**src/rtl/apb_uart_pkg.sv**
```systemverilog
`default_nettype none
// +----------------------------------------------------------------------------+
// | uart_pkg: register map, STATUS bit positions and engine state encodings    |
// | Rev 1.0                                                                    |
// +----------------------------------------------------------------------------+
package uart_pkg;

   localparam logic [1:0] REG_DATA   = 2'd0;
   localparam logic [1:0] REG_STATUS = 2'd1;
   localparam logic [1:0] REG_DIV    = 2'd2;
   localparam logic [1:0] REG_IRQ_EN = 2'd3;

   localparam int ST_TX_FULL    = 0;
   localparam int ST_TX_EMPTY   = 1;
   localparam int ST_RX_EMPTY   = 2;
   localparam int ST_RX_FULL    = 3;
   localparam int ST_RX_OVERRUN = 4;
   localparam int ST_FRAME_ERR  = 5;
   localparam int ST_TX_BUSY    = 6;

   localparam logic [15:0] DIV_MIN = 16'd4;

   typedef enum logic [1:0] {
      TX_IDLE  = 2'd0,
      TX_START = 2'd1,
      TX_DATA  = 2'd2,
      TX_STOP  = 2'd3
   } tx_state_e;

   typedef enum logic [1:0] {
      RX_IDLE  = 2'd0,
      RX_START = 2'd1,
      RX_DATA  = 2'd2,
      RX_STOP  = 2'd3
   } rx_state_e;

endpackage
`default_nettype wire

```
**src/rtl/apb_uart_sync_fifo.sv**
```systemverilog
`default_nettype none
// +----------------------------------------------------------------------------+
// | sync_fifo: single-clock FIFO; a pop frees a slot for a same-edge push      |
// | Rev 1.0                                                                    |
// +----------------------------------------------------------------------------+
module sync_fifo #(
   parameter int WIDTH = 8,
   parameter int DEPTH = 8
) (
   input  logic                     clk,
   input  logic                     rts_n,
   input  logic                     push,
   input  logic [WIDTH-1:0]         din,
   input  logic                     pop,
   output logic [WIDTH-1:0]         dout,
   output logic                     full,
   output logic                     empty,
   output logic [$clog2(DEPTH):0]   count
);

   localparam int AW = $clog2(DEPTH);
   localparam logic [AW:0] FULL_CNT = {1'b1, {AW{1'b0}}};

   logic [WIDTH-1:0] mem_q [DEPTH];
   logic [AW-1:0]    wr_ptr_q, wr_ptr_d;
   logic [AW-1:0]    rd_ptr_q, rd_ptr_d;
   logic [AW:0]      count_q, count_d;
   logic             do_push, do_pop;

   always_comb begin
      do_pop   = pop & (count_q != '0);
      do_push  = push & ((count_q != FULL_CNT) | do_pop);
      wr_ptr_d = wr_ptr_q;
      rd_ptr_d = rd_ptr_q;
      count_d  = count_q;
      if (do_push) wr_ptr_d = wr_ptr_q + AW'(1);
      if (do_pop)  rd_ptr_d = rd_ptr_q + AW'(1);
      case ({do_push, do_pop})
         2'b10:   count_d = count_q + (AW+1)'(1);
         2'b01:   count_d = count_q - (AW+1)'(1);
         default: count_d = count_q;
      endcase
   end

   always_ff @(posedge clk or negedge rts_n) begin
      if (!rts_n) begin
         wr_ptr_q <= '0;
         rd_ptr_q <= '0;
         count_q  <= '0;
      end else begin
         wr_ptr_q <= wr_ptr_d;
         rd_ptr_q <= rd_ptr_d;
         count_q  <= count_d;
      end
   end

   // Storage needs no reset: the pointers alone define validity.
   always_ff @(posedge clk) begin
      if (do_push) mem_q[wr_ptr_q] <= din;
   end

   assign dout  = mem_q[rd_ptr_q];
   assign full  = (count_q == FULL_CNT);
   assign empty = (count_q == '0);
   assign count = count_q;

endmodule
`default_nettype wire

```
**src/rtl/apb_uart.sv**
```systemverilog
`default_nettype none
// +----------------------------------------------------------------------------+
// | apb_uart: APB slave 8N1 UART with TX/RX FIFOs and a level interrupt        |
// | Rev 1.0                                                                    |
// +----------------------------------------------------------------------------+
module apb_uart
   import uart_pkg::*;
#(
   parameter int          APB_paddr_WIDTH = 32,
   parameter int          DATA_WIDTH      = 32,
   parameter int          FIFO_DEPTH      = 8,
   parameter logic [15:0] DIV_RESET       = 16'd434
) (
   input  logic                       clk,
   input  logic                       rts_n,
   input  logic [APB_paddr_WIDTH-1:0] APB_paddr,
   input  logic [DATA_WIDTH-1:0]      APB_pdata,
   output logic [DATA_WIDTH-1:0]      APB_prdata,
   input  logic                       APB_psel,
   input  logic                       APB_penable,
   input  logic                       APB_pwrite,
   input  logic [3:0]                 APB_pstb,
   output logic                       APB_pready,
   output logic                       APB_perr,
   output logic                       uart_tx,
   input  logic                       uart_rx,
   output logic                       irq
);

   localparam int CW = $clog2(FIFO_DEPTH) + 1;

   logic [1:0]            reg_addr;
   logic                  access, data_wr, wr_ok, rd_ok, w1c;
   logic [6:0]            status;
   logic [DATA_WIDTH-1:0] rdata;
   logic [15:0]           div_wr;

   logic            tx_push, tx_pop, tx_full, tx_empty;
   logic [7:0]      tx_dout;
   logic [CW-1:0]   tx_count;
   logic            rx_pop, rx_full, rx_empty;
   logic [7:0]      rx_dout;
   logic [CW-1:0]   rx_count;

   logic [15:0] div_q, div_d;
   logic [1:0]  irq_en_q, irq_en_d;
   logic        overrun_q, overrun_d, overrun_set;
   logic        frame_err_q, frame_err_d;
   logic        irq_q, irq_d;

   tx_state_e   tx_state_q;
   logic [15:0] tx_cnt_q, tx_div_q;
   logic [7:0]  tx_shift_q;
   logic [2:0]  tx_bit_q;
   logic        uart_tx_q;

   rx_state_e   rx_state_q;
   logic [15:0] rx_cnt_q, rx_div_q;
   logic [7:0]  rx_shift_q;
   logic [2:0]  rx_bit_q;
   logic        rx_s1_q, rx_s2_q, rx_prev_q;
   logic        rx_push_q, frame_set_q;

   // ---------------------------------------------------------------- APB decode
   always_comb begin
      reg_addr   = APB_paddr[3:2];
      access     = APB_psel & APB_penable;
      APB_perr   = access & APB_pwrite & ~APB_pstb[0];
      data_wr    = access & APB_pwrite & APB_pstb[0] & (reg_addr == REG_DATA);
      APB_pready = access & ~(data_wr & tx_full);
      wr_ok      = APB_pready & APB_pwrite & APB_pstb[0];
      rd_ok      = APB_pready & ~APB_pwrite;
      w1c        = wr_ok & (reg_addr == REG_STATUS);
      tx_push    = wr_ok & (reg_addr == REG_DATA);
      rx_pop     = rd_ok & (reg_addr == REG_DATA) & ~rx_empty;

      status                = '0;
      status[ST_TX_FULL]    = tx_full;
      status[ST_TX_EMPTY]   = tx_empty;
      status[ST_RX_EMPTY]   = rx_empty;
      status[ST_RX_FULL]    = rx_full;
      status[ST_RX_OVERRUN] = overrun_q;
      status[ST_FRAME_ERR]  = frame_err_q;
      status[ST_TX_BUSY]    = (tx_state_q != TX_IDLE);

      rdata = '0;
      case (reg_addr)
         REG_DATA: begin
            if (!rx_empty) begin
               rdata[7:0] = rx_dout;
               rdata[8]   = 1'b1;
            end
         end
         REG_STATUS: rdata[6:0]  = status;
         REG_DIV:    rdata[15:0] = div_q;
         default:    rdata[1:0]  = irq_en_q;
      endcase
      APB_prdata = rd_ok ? rdata : '0;
   end

   // ---------------------------------------------------------------- registers
   always_comb begin
      div_wr = div_q;
      div_wr[7:0] = APB_pdata[7:0];
      if (APB_pstb[1]) div_wr[15:8] = APB_pdata[15:8];

      div_d = div_q;
      if (wr_ok && reg_addr == REG_DIV) div_d = (div_wr < DIV_MIN) ? DIV_MIN : div_wr;

      irq_en_d = irq_en_q;
      if (wr_ok && reg_addr == REG_IRQ_EN) irq_en_d = APB_pdata[1:0];

      // A drop only counts as overrun when no same-edge pop frees a slot.
      overrun_set = rx_push_q & rx_full & ~rx_pop;
      overrun_d   = (overrun_q & ~(w1c & APB_pdata[ST_RX_OVERRUN])) | overrun_set;
      frame_err_d = (frame_err_q & ~(w1c & APB_pdata[ST_FRAME_ERR])) | frame_set_q;

      irq_d = (irq_en_q[0] & ~rx_empty) | (irq_en_q[1] & tx_empty);
   end

   always_ff @(posedge clk or negedge rts_n) begin
      if (!rts_n) begin
         div_q       <= DIV_RESET;
         irq_en_q    <= '0;
         overrun_q   <= 1'b0;
         frame_err_q <= 1'b0;
         irq_q       <= 1'b0;
      end else begin
         div_q       <= div_d;
         irq_en_q    <= irq_en_d;
         overrun_q   <= overrun_d;
         frame_err_q <= frame_err_d;
         irq_q       <= irq_d;
      end
   end

   // ---------------------------------------------------------------- FIFOs
   sync_fifo #(.WIDTH(8), .DEPTH(FIFO_DEPTH)) u_tx_fifo (
      .clk   (clk),
      .rts_n (rts_n),
      .push  (tx_push),
      .din   (APB_pdata[7:0]),
      .pop   (tx_pop),
      .dout  (tx_dout),
      .full  (tx_full),
      .empty (tx_empty),
      .count (tx_count)
   );

   sync_fifo #(.WIDTH(8), .DEPTH(FIFO_DEPTH)) u_rx_fifo (
      .clk   (clk),
      .rts_n (rts_n),
      .push  (rx_push_q),
      .din   (rx_shift_q),
      .pop   (rx_pop),
      .dout  (rx_dout),
      .full  (rx_full),
      .empty (rx_empty),
      .count (rx_count)
   );

   // ---------------------------------------------------------------- TX engine
   assign tx_pop = (tx_state_q == TX_IDLE) & ~tx_empty;

   always_ff @(posedge clk or negedge rts_n) begin
      if (!rts_n) begin
         tx_state_q <= TX_IDLE;
         tx_cnt_q   <= '0;
         tx_div_q   <= DIV_RESET;
         tx_shift_q <= '0;
         tx_bit_q   <= '0;
         uart_tx_q  <= 1'b1;
      end else begin
         case (tx_state_q)
            TX_IDLE: begin
               if (!tx_empty) begin
                  tx_state_q <= TX_START;
                  tx_div_q   <= div_q;
                  tx_cnt_q   <= div_q - 16'd1;
                  tx_shift_q <= tx_dout;
                  uart_tx_q  <= 1'b0;
               end
            end
            TX_START: begin
               if (tx_cnt_q == 16'd0) begin
                  tx_state_q <= TX_DATA;
                  tx_cnt_q   <= tx_div_q - 16'd1;
                  tx_bit_q   <= '0;
                  uart_tx_q  <= tx_shift_q[0];
               end else begin
                  tx_cnt_q <= tx_cnt_q - 16'd1;
               end
            end
            TX_DATA: begin
               if (tx_cnt_q == 16'd0) begin
                  tx_cnt_q <= tx_div_q - 16'd1;
                  if (tx_bit_q == 3'd7) begin
                     tx_state_q <= TX_STOP;
                     uart_tx_q  <= 1'b1;
                  end else begin
                     tx_bit_q   <= tx_bit_q + 3'd1;
                     tx_shift_q <= {1'b0, tx_shift_q[7:1]};
                     uart_tx_q  <= tx_shift_q[1];
                  end
               end else begin
                  tx_cnt_q <= tx_cnt_q - 16'd1;
               end
            end
            TX_STOP: begin
               if (tx_cnt_q == 16'd0) tx_state_q <= TX_IDLE;
               else                   tx_cnt_q   <= tx_cnt_q - 16'd1;
            end
         endcase
      end
   end

   // ---------------------------------------------------------------- RX engine
   always_ff @(posedge clk or negedge rts_n) begin
      if (!rts_n) begin
         rx_s1_q     <= 1'b1;
         rx_s2_q     <= 1'b1;
         rx_prev_q   <= 1'b1;
         rx_state_q  <= RX_IDLE;
         rx_cnt_q    <= '0;
         rx_div_q    <= DIV_RESET;
         rx_shift_q  <= '0;
         rx_bit_q    <= '0;
         rx_push_q   <= 1'b0;
         frame_set_q <= 1'b0;
      end else begin
         rx_s1_q     <= uart_rx;
         rx_s2_q     <= rx_s1_q;
         rx_prev_q   <= rx_s2_q;
         rx_push_q   <= 1'b0;
         frame_set_q <= 1'b0;
         case (rx_state_q)
            RX_IDLE: begin
               if (rx_prev_q && !rx_s2_q) begin
                  rx_state_q <= RX_START;
                  rx_div_q   <= div_q;
                  rx_cnt_q   <= {1'b0, div_q[15:1]} - 16'd1;
               end
            end
            RX_START: begin
               if (rx_cnt_q == 16'd0) begin
                  if (rx_s2_q) begin
                     rx_state_q <= RX_IDLE;
                  end else begin
                     rx_state_q <= RX_DATA;
                     rx_cnt_q   <= rx_div_q - 16'd1;
                     rx_bit_q   <= '0;
                  end
               end else begin
                  rx_cnt_q <= rx_cnt_q - 16'd1;
               end
            end
            RX_DATA: begin
               if (rx_cnt_q == 16'd0) begin
                  rx_shift_q <= {rx_s2_q, rx_shift_q[7:1]};
                  rx_cnt_q   <= rx_div_q - 16'd1;
                  if (rx_bit_q == 3'd7) rx_state_q <= RX_STOP;
                  else                  rx_bit_q   <= rx_bit_q + 3'd1;
               end else begin
                  rx_cnt_q <= rx_cnt_q - 16'd1;
               end
            end
            RX_STOP: begin
               if (rx_cnt_q == 16'd0) begin
                  rx_state_q <= RX_IDLE;
                  if (rx_s2_q) rx_push_q   <= 1'b1;
                  else         frame_set_q <= 1'b1;
               end else begin
                  rx_cnt_q <= rx_cnt_q - 16'd1;
               end
            end
         endcase
      end
   end

   assign uart_tx = uart_tx_q;
   assign irq     = irq_q;

   logic unused_ok;
   assign unused_ok = ^{APB_paddr, APB_pdata, APB_pstb, tx_count, rx_count};

endmodule
`default_nettype wire
```
**config.mk**
```make
export PLATFORM = sky130hd
export DESIGN_NAME = apb_uart
export DESIGN_NICKNAME = d
export VERILOG_FILES = /design/src/rtl/apb_uart_pkg.sv /design/src/rtl/apb_uart_sync_fifo.sv /design/src/rtl/apb_uart.sv
export SDC_FILE = /design/constraint.sdc
export NUM_CORES = 1
export LEC_CHECK = 0
export CAP_MARGIN = 20
export CORE_ASPECT_RATIO = 1.1
export CORE_MARGIN = 2
export CORE_UTILIZATION = 59
export DETAILED_ROUTE_END_ITERATION = 10
export GPL_ROUTABILITY_DRIVEN = 0
export PLACE_DENSITY_LB_ADDON = 0.12
export SLEW_MARGIN = 20
export SYNTH_ARGS = -nofsm -noshare
export SYNTH_HDL_FRONTEND = slang
export SYNTH_SLANG_ARGS = --single-unit
```
**constraint.sdc**
```tcl
create_clock -name clk -period 3.2 [get_ports clk]
set_clock_uncertainty 0.15 [all_clocks]
set_input_delay 0.48 -clock clk [delete_from_list [all_inputs] [get_ports clk]]
set_output_delay 0.48 -clock clk [all_outputs]
set_load 0.01 [all_outputs]
```
=== Word level (Yosys, flattened, before mapping) ===
Memories as Yosys holds them, arrays and structs flattened.
Index checks and enable logic that the tools add are counted.

* ROM bits: 0
* Logic and storage cells: 214
* Output and inout port bits: 36
* Memory bits (writable): 128
* Bits in latches: 0
* Bits in registers: 137
* Input bits: 74
* Memories: 2

{| class="wikitable"
|+ Memory list
! memory !! words !! width !! rd ports !! clocked after Yosys merged registers in !! wr ports !! line !! source
|-
| u_rx_fifo.mem_q || 8 || 8 || 1 || 0 || 1 || apb_uart_sync_fifo.sv:24 || <nowiki>logic [WIDTH-1:0] mem_q [DEPTH];</nowiki>
|-
| u_tx_fifo.mem_q || 8 || 8 || 1 || 0 || 1 || apb_uart_sync_fifo.sv:24 ||
|}

* Divide/modulo/power cells: 0
* Reductions and logical operators: 32
* Mux-type cells: 61
* Multipliers: 0
* Shifts and indexed selects: 0
* Order comparisons: 1
* Eq/ne operators: 35
* Add/sub/neg operators: 16
* Bitwise logic cells: 40

{| class="wikitable"
|+ Operators by type and width
! operator !! number
|-
| 16-bit 2-to-1 mux || 10
|-
| 16-bit by 1-bit subtractor with 16-bit output, second input constant || 5
|-
| 16-bit case mux with 4 select lines || 1
|-
| 16-bit case mux with 3 select lines || 1
|-
| 16-bit logical NOT || 2
|-
| 8-bit 2-to-1 mux || 4
|-
| 2-bit inequality test, second input constant || 15
|-
| 1-bit AND || 27
|-
| 2-bit 2-to-1 mux || 11
|-
| 3-bit 2-to-1 mux || 7
|-
| 3-bit by 1-bit adder with 3-bit output, second input constant || 6
|-
| 2-bit equality test, second input constant || 8
|-
| 16-bit by 3-bit < comparator with 1-bit output, second input constant || 1
|-
| 2-bit case mux with 4 select lines || 2
|-
| 4-bit case mux with 2 select lines || 2
|-
| 8-bit case mux with 2 select lines || 1
|-
| 15-bit by 1-bit subtractor with 16-bit output, second input constant || 1
|-
| 5-bit case mux with 3 select lines || 1
|-
| 5-bit AND reduction || 3
|-
| 1-bit 2-to-1 mux || 14
|-
| 3-bit case mux with 2 select lines || 2
|-
| 4-bit AND reduction || 3
|-
| 2-bit nonzero test || 6
|-
| 2-bit by 1-bit equality test with 1-bit output, second input constant || 5
|-
| other kinds (22) || 47
|}

=== Logic depth before layout (Yosys ltp) ===
Gate-level depths: netlist of the first run.

* Depth in word-level cells: 15
* Mapped depth: 13
* Depth with buffers taken out: 11

=== Cells and area by module ===
Synthesis of the first run repeated with hierarchy kept, for this count alone.

* Cells, all modules: 1,152
* Area total of the unflattened synthesis: 13,987.2 sq um

{| class="wikitable"
|+ Modules (own cells, without submodules)
! module !! seq. area each (sq um) !! times used !! area each (sq um) !! cells an instance
|-
| apb_uart || 2,951.6 || 1 || 7,741.2 || 834
|-
| sync_fifo || 2,172.1 || 2 || 3,123.0 || 159
|}

=== Least setup slack after synthesis of the first run ===
No wires, ideal clock.

* Path kind: input to register
* Start: in APB_paddr[2]
* End: mem u_rx_fifo.mem_q[0][0], enable pin
* Data arrival time: 2.393 ns
* Required time: 2.655 ns
* Stages on the path: 6
* Library setup time: 0.395 ns
* Buffers on the path: 2
* Path slack: 0.262 ns
* Cell sequence: clkbuf_1 -> or3_1 -> clkbuf_1 -> nor2_1 -> o21ai_1 -> nor4_1

* Cells in the longest elaborated chain, start to end: 13

{| class="wikitable"
|+ RTL lines
! item !! line !! source
|-
| start: declaration || apb_uart.sv:16 || <nowiki>input logic [APB_paddr_WIDTH-1:0] APB_paddr,</nowiki>
|-
| 2-bit logical NOT * || apb_uart.sv:69, apb_uart.sv:75 ||
|-
| 1-bit AND || apb_uart.sv:69 || <nowiki>data_wr = access & APB_pwrite & APB_pstb[0] & (reg_addr == REG_DATA);</nowiki>
|-
| 1-bit AND || apb_uart.sv:70 || <nowiki>APB_pready = access & ~(data_wr & tx_full);</nowiki>
|-
| 1-bit NOT || apb_uart.sv:70 ||
|-
| 1-bit AND || apb_uart.sv:70 ||
|-
| 1-bit AND || apb_uart.sv:72 || <nowiki>rd_ok = APB_pready & ~APB_pwrite;</nowiki>
|-
| 1-bit AND * (2 in series) || apb_uart.sv:75 || <nowiki>rx_pop = rd_ok & (reg_addr == REG_DATA) & ~rx_empty;</nowiki>
|-
| 1-bit AND * || apb_uart_sync_fifo.sv:31 || <nowiki>do_pop = pop & (count_q != '0);</nowiki>
|-
| 1-bit bitwise OR * || apb_uart_sync_fifo.sv:32 || <nowiki>do_push = push & ((count_q != FULL_CNT) | do_pop);</nowiki>
|-
| 1-bit AND * || apb_uart_sync_fifo.sv:32 ||
|-
| 1-bit 2-to-1 mux * || apb_uart_sync_fifo.sv:59 || <nowiki>if (do_push) mem_q[wr_ptr_q] <= din;</nowiki>
|-
| 1-bit 2-to-1 mux (not written as such) * || apb_uart_sync_fifo.sv:59 ||
|-
| end: declaration || apb_uart_sync_fifo.sv:24 ||
|}

Every way passes the cells marked *; elsewhere a longest branch is shown, timed or not.

=== Final worst setup path of the first run ===
* Start: reg u_rx_fifo.rd_ptr_q[0]
* End: out APB_prdata[3]

* Cells in the longest elaborated chain, start to end: 4

{| class="wikitable"
|+ RTL lines
! item !! line !! source
|-
| start: declaration || apb_uart_sync_fifo.sv:26 || <nowiki>logic [AW-1:0] rd_ptr_q, rd_ptr_d;</nowiki>
|-
| start signal: assignment || apb_uart_sync_fifo.sv:52 || <nowiki>rd_ptr_q <= rd_ptr_d;</nowiki>
|-
| memory 8 x 8 bit || - ||
|-
| 9-bit 2-to-1 mux || apb_uart.sv:89 || <nowiki>if (!rx_empty) begin</nowiki>
|-
| 5-bit case mux with 3 select lines || apb_uart.sv:87 || <nowiki>case (reg_addr)</nowiki>
|-
| 16-bit 2-to-1 mux || apb_uart.sv:98 || <nowiki>APB_prdata = rd_ok ? rdata : '0;</nowiki>
|-
| end: declaration || apb_uart.sv:18 || <nowiki>output logic [DATA_WIDTH-1:0] APB_prdata,</nowiki>
|}

No other way between the ends.

==> impl_results.md, run 1 <==
- Outcome: completed
- DRT iter0 DRCs: 816
- Area growth, synth to finish: 14.6%
- Die Ht: around 160 um
- Tcrit/Tclk final: 98.4%
- Hold Slack: between 200 and 250 ps
- Share of cells above drive strength 1: 17.7%
- Final Core Density: 68.6%
- CP Max Fanout: 5
- Hold depth: 0
- Global route overflow: 0
- Leak Pwr: just over 6 nW
- CP bufs+invs: 3
- Worst Setup Slack, final: 51.9 ps
- Placed Instances: roughly 1,600
- I/O pin total: 110
- Place WS: 66.9 ps
- GRT Total Usage: 28.1%
- Crit Path Class: register to output port
- CP top delay family: multiplexers
- Maximum VDD drop: between 0.5 and 0.6 mV
- Cell taking the most area after synthesis: edfxtp_1
- Antenna Diode Count: 0
- Die area: 0.0244 mm^2
- Warnings from Yosys: 0
- CP arrival: 2520 ps
- Post-synthesis cell area: 0.0136 mm^2
- Port bufs: 45
- Yosys cell types: 80
- Reg-to-reg startpoint: rx_cnt_q[5]
- Drc violations: 0
- Initial core utilization: roughly 60%
- Post-synthesis average cell area: approximately 11 um^2
- Wire length per cell: 20.9 um
- Worst Setup End Kind: output port
- H-tree depth: 1
- Main flop type after synthesis: edfxtp_1
- Max incr delay on CP: ~550 ps
- CTS root buf: clkbuf_16
- WHS Endpoint: rx_s2_q
- Asr flop ratio synth: 51.7%
- Max-slew violation count: 0
- Fin cells: ~1,600
- Critical path's slowest cell: mux4_2
- Top cells by area, synth: edfxtp_1, dfrtp_1, mux4_2, nand2_1, dfstp_2
- Vias per cell: just over 6
- Tightest Pin Transition: 828 ps
- Power Density: 860 mW/mm^2
- CTS Sinks: 265
- Slew HR: 44.6%
- Max Root-Sink Buffers: 3
- Final Hold Fails: 0
- Post-detailed-route count of antenna-violating nets: 0
- Cells on worst reg2reg path: 6
- First-pass GRT wire length: 53,000 um
- Largest net degree at the start of global routing: 69
- DR vias: 9,834
- Routed WL: 33,600 um
- Core Region: 0.0228 mm^2
- Die X: 149 um
- Initial antenna violation count: 0
- Number of enable flip-flop cells after synthesis: 128
- WP data required: 2570 ps
- CTS tree: done
- Cells after synthesis: 1,217
- Seq/Total Area, Yosys: roughly 53%
- TritonCTS Buffers: 27
- Flops & latches, synth: 265
- Startpoint types: register
- Clk slew on worst S/H paths: 60 ps
- Final Critical Period: ~3100 ps
- HP Start: rx_s1_q
- DRT Pass-1 Iters: 5
- NumNets Final: 1,394
- Final Setup Violations: 0
- Worst-skew pair later-pin latency: 530 ps
- RSZ-0062 raised after global routing: true
- Hpwl dp: 23,400 um
- Worst min path class: register to register
- Reg2Reg Setup Slack: 440 ps
- Max Freq: around 0.32 GHz
- Crit path cell chain: buf_12 > buf_4 > mux4_2 > mux2i_4 > nor2_1 > a31oi_1 > o21ai_0 > clkdlybuf4s15_1
- Max Cap Violations: 0
- Core Rows: 58
- Top cell type's share of synthesized area: 28.2%
- Vias in the first global route: 9,554
==> stage by stage <==
| stage | cell area [um^2] | power, mW | TNS, ps |
|---|---|---|---|
| after floorplan | 13700 | 8.74 | 0 |
| after global placement | 14700 | 10.2 | 0 |
| after detailed placement | 14700 | 10.3 | 0 |
| after CTS | 15600 | 13.4 | 0 |
| after global routing | 15600 | 14.3 | -37.1 |
| final | 15600 | 13.5 | 0 |
==> kinds of logic (layout without fill, tap and decap cells) <==
| kind of cell | count (synthesis) | count (layout) | share of synthesized area, % |
|---|---|---|---|
| and+or+nand+nor | 426 | 426 | 15.2 |
| muxes | 90 | 90 | 9.91 |
| other | 1 | 16 | 0.0275 |
| adders and majority gates | 28 | 28 | 2.57 |
| AOI/OAI and AO/OA | 214 | 214 | 10.2 |
| buffers and inverters | 116 | 196 | 3.71 |
| xor gates and xnor gates | 77 | 77 | 4.94 |
| DFF | 265 | 265 | 53.5 |
==> report_power, final <==
part / switching (mW) / internal [mW]
combinational: 2.94 / 2.46
sequential: 0.869 / 4.26
clock: 1.26 / 1.66
total: 5.07 / 8.38
==> worst max-delay path by stage <==
stage                               start               endpoint  slack (ps)  cells after the start
finish              u_rx_fifo.rd_ptr_q[0]          APB_prdata[3]          50                      8
global route        u_rx_fifo.rd_ptr_q[0]          APB_prdata[3]         -40                      8
CTS                 u_rx_fifo.rd_ptr_q[0]          APB_prdata[2]         0.2                      8
detailed placement           APB_paddr[2]     u_tx_fifo.count[2]          70                     11
global placement             APB_paddr[2]     u_tx_fifo.count[2]          50                     11
floorplan                    APB_paddr[2]  u_rx_fifo.mem_q[0][0]         260                      6
==> state kept, by name, summed over array words and instances, names as in the netlist, 2 cells and up, named ones only <==
signal              count
div_q                  16
irq_en_q                2
rx_bit_q                3
rx_cnt_q               16
rx_div_q               16
rx_shift_q              8
tx_bit_q                3
tx_cnt_q               16
tx_div_q               16
tx_shift_q              8
tx_state_q              2
u_rx_fifo.count         4
u_rx_fifo.mem_q        64
u_rx_fifo.rd_ptr_q      3
u_rx_fifo.wr_ptr_q      3
u_tx_fifo.count         4
u_tx_fifo.mem_q        64
u_tx_fifo.rd_ptr_q      3
u_tx_fifo.wr_ptr_q      3
==> metal layers <==
layer	vias to the layer above	wire length (um)	GRT usage, %
met5	-	0	0
met4	0	1280	10.1
met3	72	1680	3.46
met2	324	16800	47.9
met1	4841	13800	37.2
li1	4597	-	-
==> final cells by class <==
class                   instances  area [um^2]
repair buffers                120         1090
multi-input cells             851         5970
inverters                      27          101
flip-flops and latches        265         7300
fillers                      1698         7150
well taps                     300          375
clock buffers                  37          723
clock inverters                12         87.6
==> cells in the final DEF (no fill, tap or decap), types with 5 or more instances in the layout <==
master,n
a211oi_1,8
a21o_1,5
a21oi_1,41
a221oi_1,6
a22o_1,10
a31oi_1,7
and3_1,11
buf_12,5
buf_4,68
clkbuf_1,9
clkbuf_16,28
clkdlybuf4s50_1,36
conb_1,16
dfrtp_1,116
dfstp_2,19
edfxtp_1,128
ha_1,28
inv_1,27
mux2_2,40
mux2i_1,10
mux4_2,32
nand2_1,162
nand2b_1,13
nand3_1,31
nand4_1,16
nor2_1,77
nor3_1,42
nor4_1,24
o21ai_0,67
o22ai_1,11
o31ai_1,9
or2_2,5
or3_1,10
or4_1,8
xnor2_1,39
xor2_1,38
==> cell usage after synthesis, types with 8 or more instances <==
| cell | count |
|---|---|
| or3_1 | 11 |
| clkbuf_1 | 57 |
| nor4_1 | 24 |
| xnor2_1 | 39 |
| xor2_1 | 38 |
| edfxtp_1 | 128 |
| buf_2 | 9 |
| dfstp_2 | 19 |
| mux2_2 | 40 |
| ha_1 | 28 |
| inv_1 | 27 |
| nand3_1 | 31 |
| nand2b_1 | 13 |
| and3_1 | 11 |
| a211oi_1 | 8 |
| a22o_1 | 10 |
| nand2_1 | 162 |
| o22ai_1 | 11 |
| dfrtp_1 | 118 |
| mux2i_1 | 18 |
| a21oi_1 | 41 |
| nand4_1 | 16 |
| o21ai_0 | 68 |
| nor3_1 | 42 |
| nor2_1 | 77 |
| buf_4 | 16 |
| o31ai_1 | 9 |
| or4_1 | 8 |
| mux4_2 | 32 |
==> what timing repair did <==
action                                 CTS  global route
gates cloned                             0             1
buffers inserted                         2             3
endpoints found under the hold margin   59             0
resized for setup                       17            17
setup endpoints to repair                8             4
hold buffers                             1             0
Power figures use the tool's default switching activity.
==> inputs of run 2 (changes only) <==
Settings changed: REMOVE_ABC_BUFFERS set to 1, SETUP_SLACK_MARGIN set to 0.4.
==> impl_results.md, run 2 (same netlist as run 1, synthesis figures left out) <==
- Outcome: completed
- Max Root-Sink Buffers: 3
- Final Critical Period: 3130 ps
- DRT iter0 DRCs: 766
- Clk slew on worst S/H paths: 70 ps
- Initial core utilization: 59.9%
- Max incr delay on CP: 440 ps
- Initial antenna violation count: 0
- H-tree depth: 1
- Routed WL: 32,700 um
- Worst-skew pair later-pin latency: 550 ps
- Most frequent cells in the layout: nand2_1, edfxtp_1, dfrtp_1
- Crit Path Class: register to output port
- RSZ-0062 raised after global routing: true
- Slew HR: 41.8%
- Drc violations: 0
- Worst min path class: input pin to register
- Area growth, synth to finish: 17.3%
- I/O pin total: 110
- Global route overflow: 0
- First-pass GRT wire length: 51,500 um
- Core Region: 0.0228 mm^2
- Die Ht: ~160 um
- Antenna Diode Count: 0
- Die X: 149 um
- CP Max Fanout: 6
- Max Freq: about 0.32 GHz
- Core Rows: 58
- Wire length per cell: around 20 um
- Vias per cell: slightly above 6
- Hpwl dp: about 22,000 um
- Fillers: 1,673
- Tcrit/Tclk final: 97.7%
- DRT Pass-1 Iters: 7
- CP bufs+invs: 4
- WP data required: 2570 ps
- Largest regs: u_rx_fifo.mem_q x64, u_tx_fifo.mem_q x64
- CTS tree: done
- Power, Total: 13.8 mW
- Final Hold Fails: 0
- DR vias: 9,901
- GRT Total Usage: about 27%
- Commonest non-fill, non-tap cell in the layout: nand2_1
- TritonCTS Buffers: 28
- Die area: roughly 0.024 mm^2
- Max-slew violation count: 0
- Post-detailed-route count of antenna-violating nets: 0
- NumNets Final: 1,415
- Maximum VDD drop: 0.746 mV
- Worst Setup End Kind: output port
- Max Cap Violations: 0
- Largest net degree at the start of global routing: 80
- Leak Pwr: roughly 6.5 nW
- CTS root buf: clkbuf_16
- Power Density: 864 mW/mm^2
- Final Core Density: 70.2%
- Startpoint types: register
- Port bufs: 45
- CP top delay family: multiplexers
- Final Setup Violations: 0
- Vias in the first global route: between 9,000 and 10,000
- Critical path's slowest cell: dfrtp_2
- CTS Sinks: approximately 270
- Crit path cell chain: buf_12 > buf_16 > buf_4 > mux4_2 > mux2i_1 > nor2_1 > a21oi_1 > o21ai_1 > buf_2
- Share of cells above drive strength 1: 21.6%
- Tightest Pin Transition: 870 ps
- CP arrival: 2500 ps
==> run 2: cell count changes in the layout (fill, tap and decap cells not counted), sizes merged <==
cell           change
buf               +29
clkinv             +3
clkbuf             -7
dlymetal6s2s       +4
dlygate4sd2        +1
bufinv             +1
clkdlybuf4s15      -3
inv                -1
clkinvlp           +3
clkdlybuf4s50      -7
==> run 2: final timing paths <==
path | start | end | slack, ps | depth (start not counted)
setup reg to reg | rx_cnt_q[5] | register | 500 | 7
hold / removal | uart_rx | rx_s1_q | 210 | 1
hold reg to reg | rx_s1_q | rx_s2_q | 210 | 0
max in group asynchronous | rts_n | uart_tx | 1680 | 3
setup / recovery | u_rx_fifo.rd_ptr_q[0] | APB_prdata[6] | 70 | 9
min in group asynchronous | rts_n | tx_cnt_q[15] | 370 | 2
==> run 2: metal layers <==
| metal | up-vias | track usage, % | part of all wire (%) |
|---|---|---|---|
| met5 | - | 0 | 0 |
| met4 | 0 | 7.01 | 1.8 |
| met3 | 37 | 3.30 | 6.0 |
| met2 | 330 | 44.5 | 49 |
| met1 | 4875 | 38.2 | 43 |
| li1 | 4659 | - | - |
==> run 2: worst register-to-register path, delay by kind of cell, from the launching register on <==
family / cells / cell delay [ps]
simple gates: 3 / 1250
compound gates: 3 / 550
flops: 1 / 460
buf+inv: 1 / 190
==> run 2: area by class of cell <==
class                      count  area [um^2]  area share (%)
sequential                   265         7300            45.6
multi-input combinational    851         6080            38.0
timing repair buffer         140         1230            7.72
clock buffer                  34          743            4.64
tap                          300          375            2.35
clock inverter                18          170            1.06
inverter                      27          101           0.633
==> run 2: report_power, final <==
group	leakage, nW	internal [mW]	switching, mW	total [mW]
registers	2.88	4.27	0.833	5.10
clock network	0.438	1.82	1.35	3.18
logic	3.13	2.56	2.99	5.56
==> run 2: stage by stage <==
stage | hold WS (ps) | std cells | cell area [um^2] | TNS (ps) | setup WS, ps
floorplan | 34.4 | 1143 | 13300 | -46.6 | -35.2
global placement | 198 | 1560 | 14700 | 0 | 73.6
detailed placement | 204 | 1560 | 14700 | 0 | 62.9
CTS | 195 | 1627 | 15900 | 0 | 102
global route | 196 | 1635 | 16000 | -25.0 | -25.0
finish | 207 | 1635 | 16000 | 0 | 72.7
==> run 2: what timing repair did <==
item,CTS,global route
setup endpoints to repair,17,37
hold buffers,1,0
pin swaps,6,5
hold endpoints to repair,57,0
gates cloned,1,0
gates resized for setup,67,23
setup buffers,13,8
